--- config.mk ---
export PLATFORM = sky130hd
export DESIGN_NAME = alu_seq_ctrl
export DESIGN_NICKNAME = d
export VERILOG_FILES = /design/src/rtl/alu_seq_ctrl.sv
export SDC_FILE = /design/constraint.sdc
export NUM_CORES = 1
export LEC_CHECK = 0
export ABC_AREA = 1
export BUFFER_PORTS_ARGS = -buffer_cell sky130_fd_sc_hd__buf_2
export CAP_MARGIN = 20
export CORE_ASPECT_RATIO = 1.4
export CORE_MARGIN = 10
export CORE_UTILIZATION = 51
export DETAILED_ROUTE_END_ITERATION = 10
export GPL_ROUTABILITY_DRIVEN = 0
export PLACE_DENSITY = 0.88
export SLEW_MARGIN = 20
export SYNTH_ARGS = -nofsm -noshare
export SYNTH_HDL_FRONTEND = slang
export SYNTH_SLANG_ARGS = --single-unit
--- constraint.sdc ---
create_clock -name clk -period 3.2 [get_ports clk]
set_input_delay 0 -clock clk [delete_from_list [all_inputs] [get_ports clk]]
set_output_delay 0 -clock clk [all_outputs]
set_load 0.005 [all_outputs]
--- src/rtl/alu_seq_ctrl.sv ---
// alu_seq_ctrl: registered request/response front end for the combinational alu.
// Optional feature macro: ALU_SEQ_MUL_EN adds an n-cycle shift-and-add multiply
// (op 4'b1111) built by iterating the ALU's RCA operation.
//
// state  | meaning
// -------+--------------------------------------------------------------
// IDLE   | ready for a request; alu_* hold their last value
// EXEC   | alu_* driven from the registered request; capture result
// MUL    | one shift-and-add iteration per cycle (ALU_SEQ_MUL_EN only)
// RESP   | response presented until rsp_ready; everything held stable
module alu_seq_ctrl #(
    parameter int n = 32,
    parameter int m = 4
) (
    input  logic         clk,
    input  logic         rst,
    input  logic         req_valid,
    output logic         req_ready,
    input  logic [n-1:0] req_a,
    input  logic [n-1:0] req_b,
    input  logic [m-1:0] req_op,
    input  logic         req_cin,
    output logic         rsp_valid,
    input  logic         rsp_ready,
    output logic [n-1:0] rsp_res,
    output logic         rsp_cout,
    output logic         rsp_flag_neg,
    output logic         rsp_flag_overflow,
    output logic         rsp_flag_null,
    output logic         rsp_err,
    output logic [n-1:0] alu_a,
    output logic [n-1:0] alu_b,
    output logic [m-1:0] alu_sel,
    output logic         alu_cin,
    input  logic [n-1:0] alu_res,
    input  logic         alu_cout,
    input  logic         alu_flag_neg,
    input  logic         alu_flag_overflow,
    input  logic         alu_flag_null
);

    localparam logic [m-1:0] OP_RCA      = m'(0);
    localparam logic [m-1:0] OP_RCS      = m'(1);
    localparam logic [m-1:0] OP_AND      = m'(2);
    localparam logic [m-1:0] OP_OR       = m'(3);
    localparam logic [m-1:0] OP_XOR      = m'(4);
    localparam logic [m-1:0] OP_SHIFT_LS = m'(5);
    localparam logic [m-1:0] OP_SHIFT_LD = m'(6);
    localparam logic [m-1:0] OP_SHIFT_AS = m'(7);
    localparam logic [m-1:0] OP_SHIFT_AD = m'(8);
`ifdef ALU_SEQ_MUL_EN
    localparam logic [m-1:0] OP_MUL      = m'(15);
    localparam int           CNT_W       = (n > 1) ? $clog2(n) : 1;
`endif

    typedef enum logic [1:0] {
        S_IDLE = 2'd0,
        S_EXEC = 2'd1,
`ifdef ALU_SEQ_MUL_EN
        S_MUL  = 2'd2,
`endif
        S_RESP = 2'd3
    } state_t;

    state_t       state_q, state_d;
    logic         req_ready_q, req_ready_d;
    logic         rsp_valid_q, rsp_valid_d;
    logic [n-1:0] rsp_res_q, rsp_res_d;
    logic         rsp_cout_q, rsp_cout_d;
    logic         rsp_neg_q, rsp_neg_d;
    logic         rsp_ovf_q, rsp_ovf_d;
    logic         rsp_null_q, rsp_null_d;
    logic         rsp_err_q, rsp_err_d;
    logic [n-1:0] alu_a_q, alu_a_d;
    logic [n-1:0] alu_b_q, alu_b_d;
    logic [m-1:0] alu_sel_q, alu_sel_d;
    logic         alu_cin_q, alu_cin_d;
    logic         op_supported;
`ifdef ALU_SEQ_MUL_EN
    logic [n-1:0]     acc_q, acc_d;
    logic [n-1:0]     mcand_q, mcand_d;
    logic [n-1:0]     mplier_q, mplier_d;
    logic             ovf_q, ovf_d;
    logic [CNT_W-1:0] cnt_q, cnt_d;
`endif

    // alu_sel_q holds the requested op while in EXEC
    assign op_supported = alu_sel_q inside {OP_RCA, OP_RCS, OP_AND, OP_OR, OP_XOR,
                                            OP_SHIFT_LS, OP_SHIFT_LD, OP_SHIFT_AS, OP_SHIFT_AD};

    // State and datapath registers, synchronous reset clears everything
    always_ff @(posedge clk) begin
        if (rst) begin
            state_q     <= S_IDLE;
            req_ready_q <= 1'b0;
            rsp_valid_q <= 1'b0;
            rsp_res_q   <= '0;
            rsp_cout_q  <= 1'b0;
            rsp_neg_q   <= 1'b0;
            rsp_ovf_q   <= 1'b0;
            rsp_null_q  <= 1'b0;
            rsp_err_q   <= 1'b0;
            alu_a_q     <= '0;
            alu_b_q     <= '0;
            alu_sel_q   <= '0;
            alu_cin_q   <= 1'b0;
`ifdef ALU_SEQ_MUL_EN
            acc_q       <= '0;
            mcand_q     <= '0;
            mplier_q    <= '0;
            ovf_q       <= 1'b0;
            cnt_q       <= '0;
`endif
        end else begin
            state_q     <= state_d;
            req_ready_q <= req_ready_d;
            rsp_valid_q <= rsp_valid_d;
            rsp_res_q   <= rsp_res_d;
            rsp_cout_q  <= rsp_cout_d;
            rsp_neg_q   <= rsp_neg_d;
            rsp_ovf_q   <= rsp_ovf_d;
            rsp_null_q  <= rsp_null_d;
            rsp_err_q   <= rsp_err_d;
            alu_a_q     <= alu_a_d;
            alu_b_q     <= alu_b_d;
            alu_sel_q   <= alu_sel_d;
            alu_cin_q   <= alu_cin_d;
`ifdef ALU_SEQ_MUL_EN
            acc_q       <= acc_d;
            mcand_q     <= mcand_d;
            mplier_q    <= mplier_d;
            ovf_q       <= ovf_d;
            cnt_q       <= cnt_d;
`endif
        end
    end

    // Next-state and next-datapath logic; everything holds unless a state changes it
    always_comb begin
        state_d    = state_q;
        rsp_res_d  = rsp_res_q;
        rsp_cout_d = rsp_cout_q;
        rsp_neg_d  = rsp_neg_q;
        rsp_ovf_d  = rsp_ovf_q;
        rsp_null_d = rsp_null_q;
        rsp_err_d  = rsp_err_q;
        alu_a_d    = alu_a_q;
        alu_b_d    = alu_b_q;
        alu_sel_d  = alu_sel_q;
        alu_cin_d  = alu_cin_q;
`ifdef ALU_SEQ_MUL_EN
        acc_d      = acc_q;
        mcand_d    = mcand_q;
        mplier_d   = mplier_q;
        ovf_d      = ovf_q;
        cnt_d      = cnt_q;
`endif

        case (state_q)
            S_IDLE: begin
                if (req_valid && req_ready_q) begin
                    // Operands go straight into the alu_* registers so the ALU
                    // settles during the EXEC cycle.
                    alu_a_d   = req_a;
                    alu_b_d   = req_b;
                    alu_sel_d = req_op;
                    alu_cin_d = req_cin;
                    state_d   = S_EXEC;
`ifdef ALU_SEQ_MUL_EN
                    if (req_op == OP_MUL) begin
                        acc_d     = '0;
                        mcand_d   = req_a;
                        mplier_d  = req_b;
                        ovf_d     = 1'b0;
                        cnt_d     = CNT_W'(n - 1);
                        alu_a_d   = '0;
                        alu_b_d   = req_a;
                        alu_sel_d = OP_RCA;
                        alu_cin_d = 1'b0;
                        state_d   = S_MUL;
                    end
`endif
                end
            end
            S_EXEC: begin
                if (op_supported) begin
                    rsp_res_d  = alu_res;
                    rsp_cout_d = alu_cout;
                    rsp_neg_d  = alu_flag_neg;
                    rsp_ovf_d  = alu_flag_overflow;
                    rsp_null_d = alu_flag_null;
                    rsp_err_d  = 1'b0;
                end else begin
                    rsp_res_d  = '0;
                    rsp_cout_d = 1'b0;
                    rsp_neg_d  = 1'b0;
                    rsp_ovf_d  = 1'b0;
                    rsp_null_d = 1'b0;
                    rsp_err_d  = 1'b1;
                end
                state_d = S_RESP;
            end
`ifdef ALU_SEQ_MUL_EN
            S_MUL: begin
                if (mplier_q[0]) begin
                    acc_d = alu_res;
                end
                // Overflow: a carry out of the accumulator, or a multiplicand
                // bit shifted out while higher multiplier bits are still set.
                ovf_d = ovf_q | (mplier_q[0] & alu_cout)
                              | (mcand_q[n-1] & (mplier_q[n-1:1] != '0));
                mcand_d  = mcand_q << 1;
                mplier_d = mplier_q >> 1;
                if (cnt_q == '0) begin
                    rsp_res_d  = acc_d;
                    rsp_cout_d = ovf_d;
                    rsp_neg_d  = acc_d[n-1];
                    rsp_ovf_d  = 1'b0;
                    rsp_null_d = (acc_d == '0);
                    rsp_err_d  = 1'b0;
                    state_d    = S_RESP;
                end else begin
                    cnt_d   = cnt_q - 1'b1;
                    alu_a_d = acc_d;
                    alu_b_d = mcand_d;
                end
            end
`endif
            S_RESP: begin
                if (rsp_ready) begin
                    state_d = S_IDLE;
                end
            end
            default: state_d = S_IDLE;
        endcase

        req_ready_d = (state_d == S_IDLE);
        rsp_valid_d = (state_d == S_RESP);
    end

    assign req_ready         = req_ready_q;
    assign rsp_valid         = rsp_valid_q;
    assign rsp_res           = rsp_res_q;
    assign rsp_cout          = rsp_cout_q;
    assign rsp_flag_neg      = rsp_neg_q;
    assign rsp_flag_overflow = rsp_ovf_q;
    assign rsp_flag_null     = rsp_null_q;
    assign rsp_err           = rsp_err_q;
    assign alu_a             = alu_a_q;
    assign alu_b             = alu_b_q;
    assign alu_sel           = alu_sel_q;
    assign alu_cin           = alu_cin_q;

endmodule

==> results.toml <==
[routing]
drcViolationCount = 0
post_drt_wl_per_cell_um = 15.44
drtIter0Drc = 286
wl_met3_mm = 1.619
finalWirelength_mm = 17.78
top_layer = "met4"
via_per_inst = 5.030
drtAntennaViolNets = 0
wl_met1_mm = 6.221
wl_met2_mm = 8.794
num_vias = 5794
drt-pass1-iter-count = 5

[synth]
ys.flop_type = "dfxtp_1"
synth_fp_nets = 858
yosysUniqueCellTypes = 14
ys_ff_latch = 110
synth_top_cell_area_share = 0.4448
synthTopCellsByCount = "151 x nand2_1, 146 x inv_1, 110 x dfxtp_1, 109 x nor2_1, 105 x nand3_1"
yosysWarnings = 0
synth_area_leaders = "dfxtp_1 44%, nand2_1 11%, inv_1 11%"
synth_area_um2 = 4951
avgSynthCellArea_um2 = 6.610
yosysMostFrequentCell = "nand2_1"
synthCells = 749
ys_seq_area_frac = 0.4448
synth.largest_area_cell = "dfxtp_1"
synth-edff-count = 0
synthArstFlopShare = 0

[power]
powerDensity_nw_per_um2 = 466.1
vdd_drop_max_mv = 0.3213
leakage_nw = 4.078
totalPowerFinal_w = 0.003373

[critical_path]
crit_arrival_ns = 2.25
end_kind = "flop"
required_ns = 3.38
crit_chain = "inv_2, nor2_2, buf_4, nand2_1, nor2_4, nor2_1"
cp_max_fo = 38
critPathLaunchType = "flop"
cpPeakStageDelay_ns = 0.66
critPathSlowestCell = "nor2_4"
r2r_slack_ns = 1.13
setup.worst_path.class = "reg2reg"

[sta]
timing.final.crit_share = 0.6477
setup_viol = 0
maxSlewViolCount = 0
period_needed_ns = 2.073
hold_ws_ns = -0.0005069
rsz0062_at_grt = "no"
setup_ws_ns = 1.127
fin_worst_skew_ns = 0.005999
fmax_mhz = 482.5
tns_ns = 0
relSlewSlack = 0.4668
hold_violations = 1
tightest_slew_ns = 0.7979

[floorplan]
io_pins = 217
dieArea_um2 = 14100
initial_core_util = 0.5234
row_count = 42
die_height_um = 136.6
die_x_um = 103.3
coreArea_um2 = 9459

[clocking]
path_clk_slew_ns = 0.07
htree_levels = 3
cts.sinks = 110
cts_tree = "built"
cts-root-buf = "clkbuf_16"
cts_max_path_buffers = 2
cts_buffers = 9
cts-resized-gates = 0
clk-insertion-delay-late_ns = 0.34

[global_route]
overflow = 0
grt_start_max_net_pins = 113
grt_first_pass_wirelength_mm = 27.79
antenna_found_initial = 4
track_usage = 0.2451
grt_pass1_vias = 5770

[place]
dp_hpwl_mm = 9.661
port_buffers = 216
dp_worst_setup_slack_ns = 1.186
postPlaceCellArea_um2 = 5933

[layout]
design_area_um2 = 7236
regArea_um2 = 2202
drive_gt1_frac = 0.2334
fillers = 651
nets = 1141
multi_input_comb_area_um2 = 1892
syn_to_final_growth_pct = 46.15

[status]
violations = "negative hold slack"
status = "finished with violations"

[flow_run]
cap_violations = 0

[hold_path]
hold_class = "in2reg"
==> cell families after synthesis <==
family | synth area share
AND/OR/NAND/NOR | 0.3093
buffers and inverters | 0.1741
flip-flops | 0.4448
AO/OA/AOI/OAI | 0.07177
==> layout by cell type (no fill, tap or decap) <==
cell           count
buf_2            216
nand2_1          151
inv_1            145
dfxtp_1          110
nor2_1           109
nand3_1          105
dlygate4sd3_1    102
a21oi_1           71
clkbuf_16          9
diode_2            5
clkinv_2           5
buf_4              3
nor2_4             2
clkbuf_1           2
buf_12             2
inv_2              1
nor2_2             1
nand2_2            1
clkinvlp_4         1
clkbuf_8           1
==> sequential cells by signal, summed over array words and instances, names as in the netlist <==
register	flops
alu_cin	1
alu_sel	4
req_ready	1
rsp_cout	1
rsp_res	32
alu_a	32
rsp_flag_null	1
rsp_flag_overflow	1
rsp_err	1
rsp_valid	1
state_q	2
rsp_flag_neg	1
alu_b	32
==> layer usage <==
layer	GRT usage	vias to the layer above
met5	0	-
met4	0.1798	0
met3	0.08430	91
met2	0.4158	295
met1	0.2400	2594
li1	-	2814
==> what timing repair did <==
item,4_1_cts,5_1_grt
buffers inserted,0,0
hold endpoints to repair,103,0
hold buffers,102,0
==> cell type report <==
type,instances,area share
Sequential cell,110,0.3043
Timing Repair Buffer,323,0.2992
Multi-Input combinational cell,440,0.2615
Inverter,148,0.07712
Clock buffer,12,0.03407
Tap cell,110,0.01902
Clock inverter,4,0.003113
Antenna cell,5,0.001729
==> path summary, 6_finish.rpt <==
| kind | cells after the start | endpoint | from |
|---|---|---|---|
| max | 6 | rsp_cout$_SDFFE_PP0N_ | state_q[0]$_SDFF_PP0_ |
| min | 5 | alu_a[11]$_SDFFE_PP0P_ | req_a[11] |
| max reg2reg | 6 | rsp_cout$_SDFFE_PP0N_ | state_q[0]$_SDFF_PP0_ |
| min reg2reg | 2 | alu_b[28]$_SDFFE_PP0P_ | alu_b[28]$_SDFFE_PP0P_ |
==> report_power, final <==
| group | switching (W) | internal, W |
|---|---|---|
| logic | 0.000436 | 0.000352 |
| clock network | 0.000478 | 0.000546 |
| registers | 0.0000676 | 0.00149 |
| total | 0.000981 | 0.00239 |
==> worst max-delay path, delay by kind of cell, from the launching register on <==
kind          cells  cell delay (ns)
flops             1             0.44
buf+inv           2             0.41
simple gates      4             1.05
==> stage by stage <==
stage | instances | util
after floorplan | 749 | -
after global placement | 1029 | 0.6272
after detailed placement | 1029 | 0.6272
after CTS | 1147 | 0.7636
after global routing | 1151 | 0.7647
final | 1152 | 0.7649
Note: power is estimated with default switching activity, not from simulation.
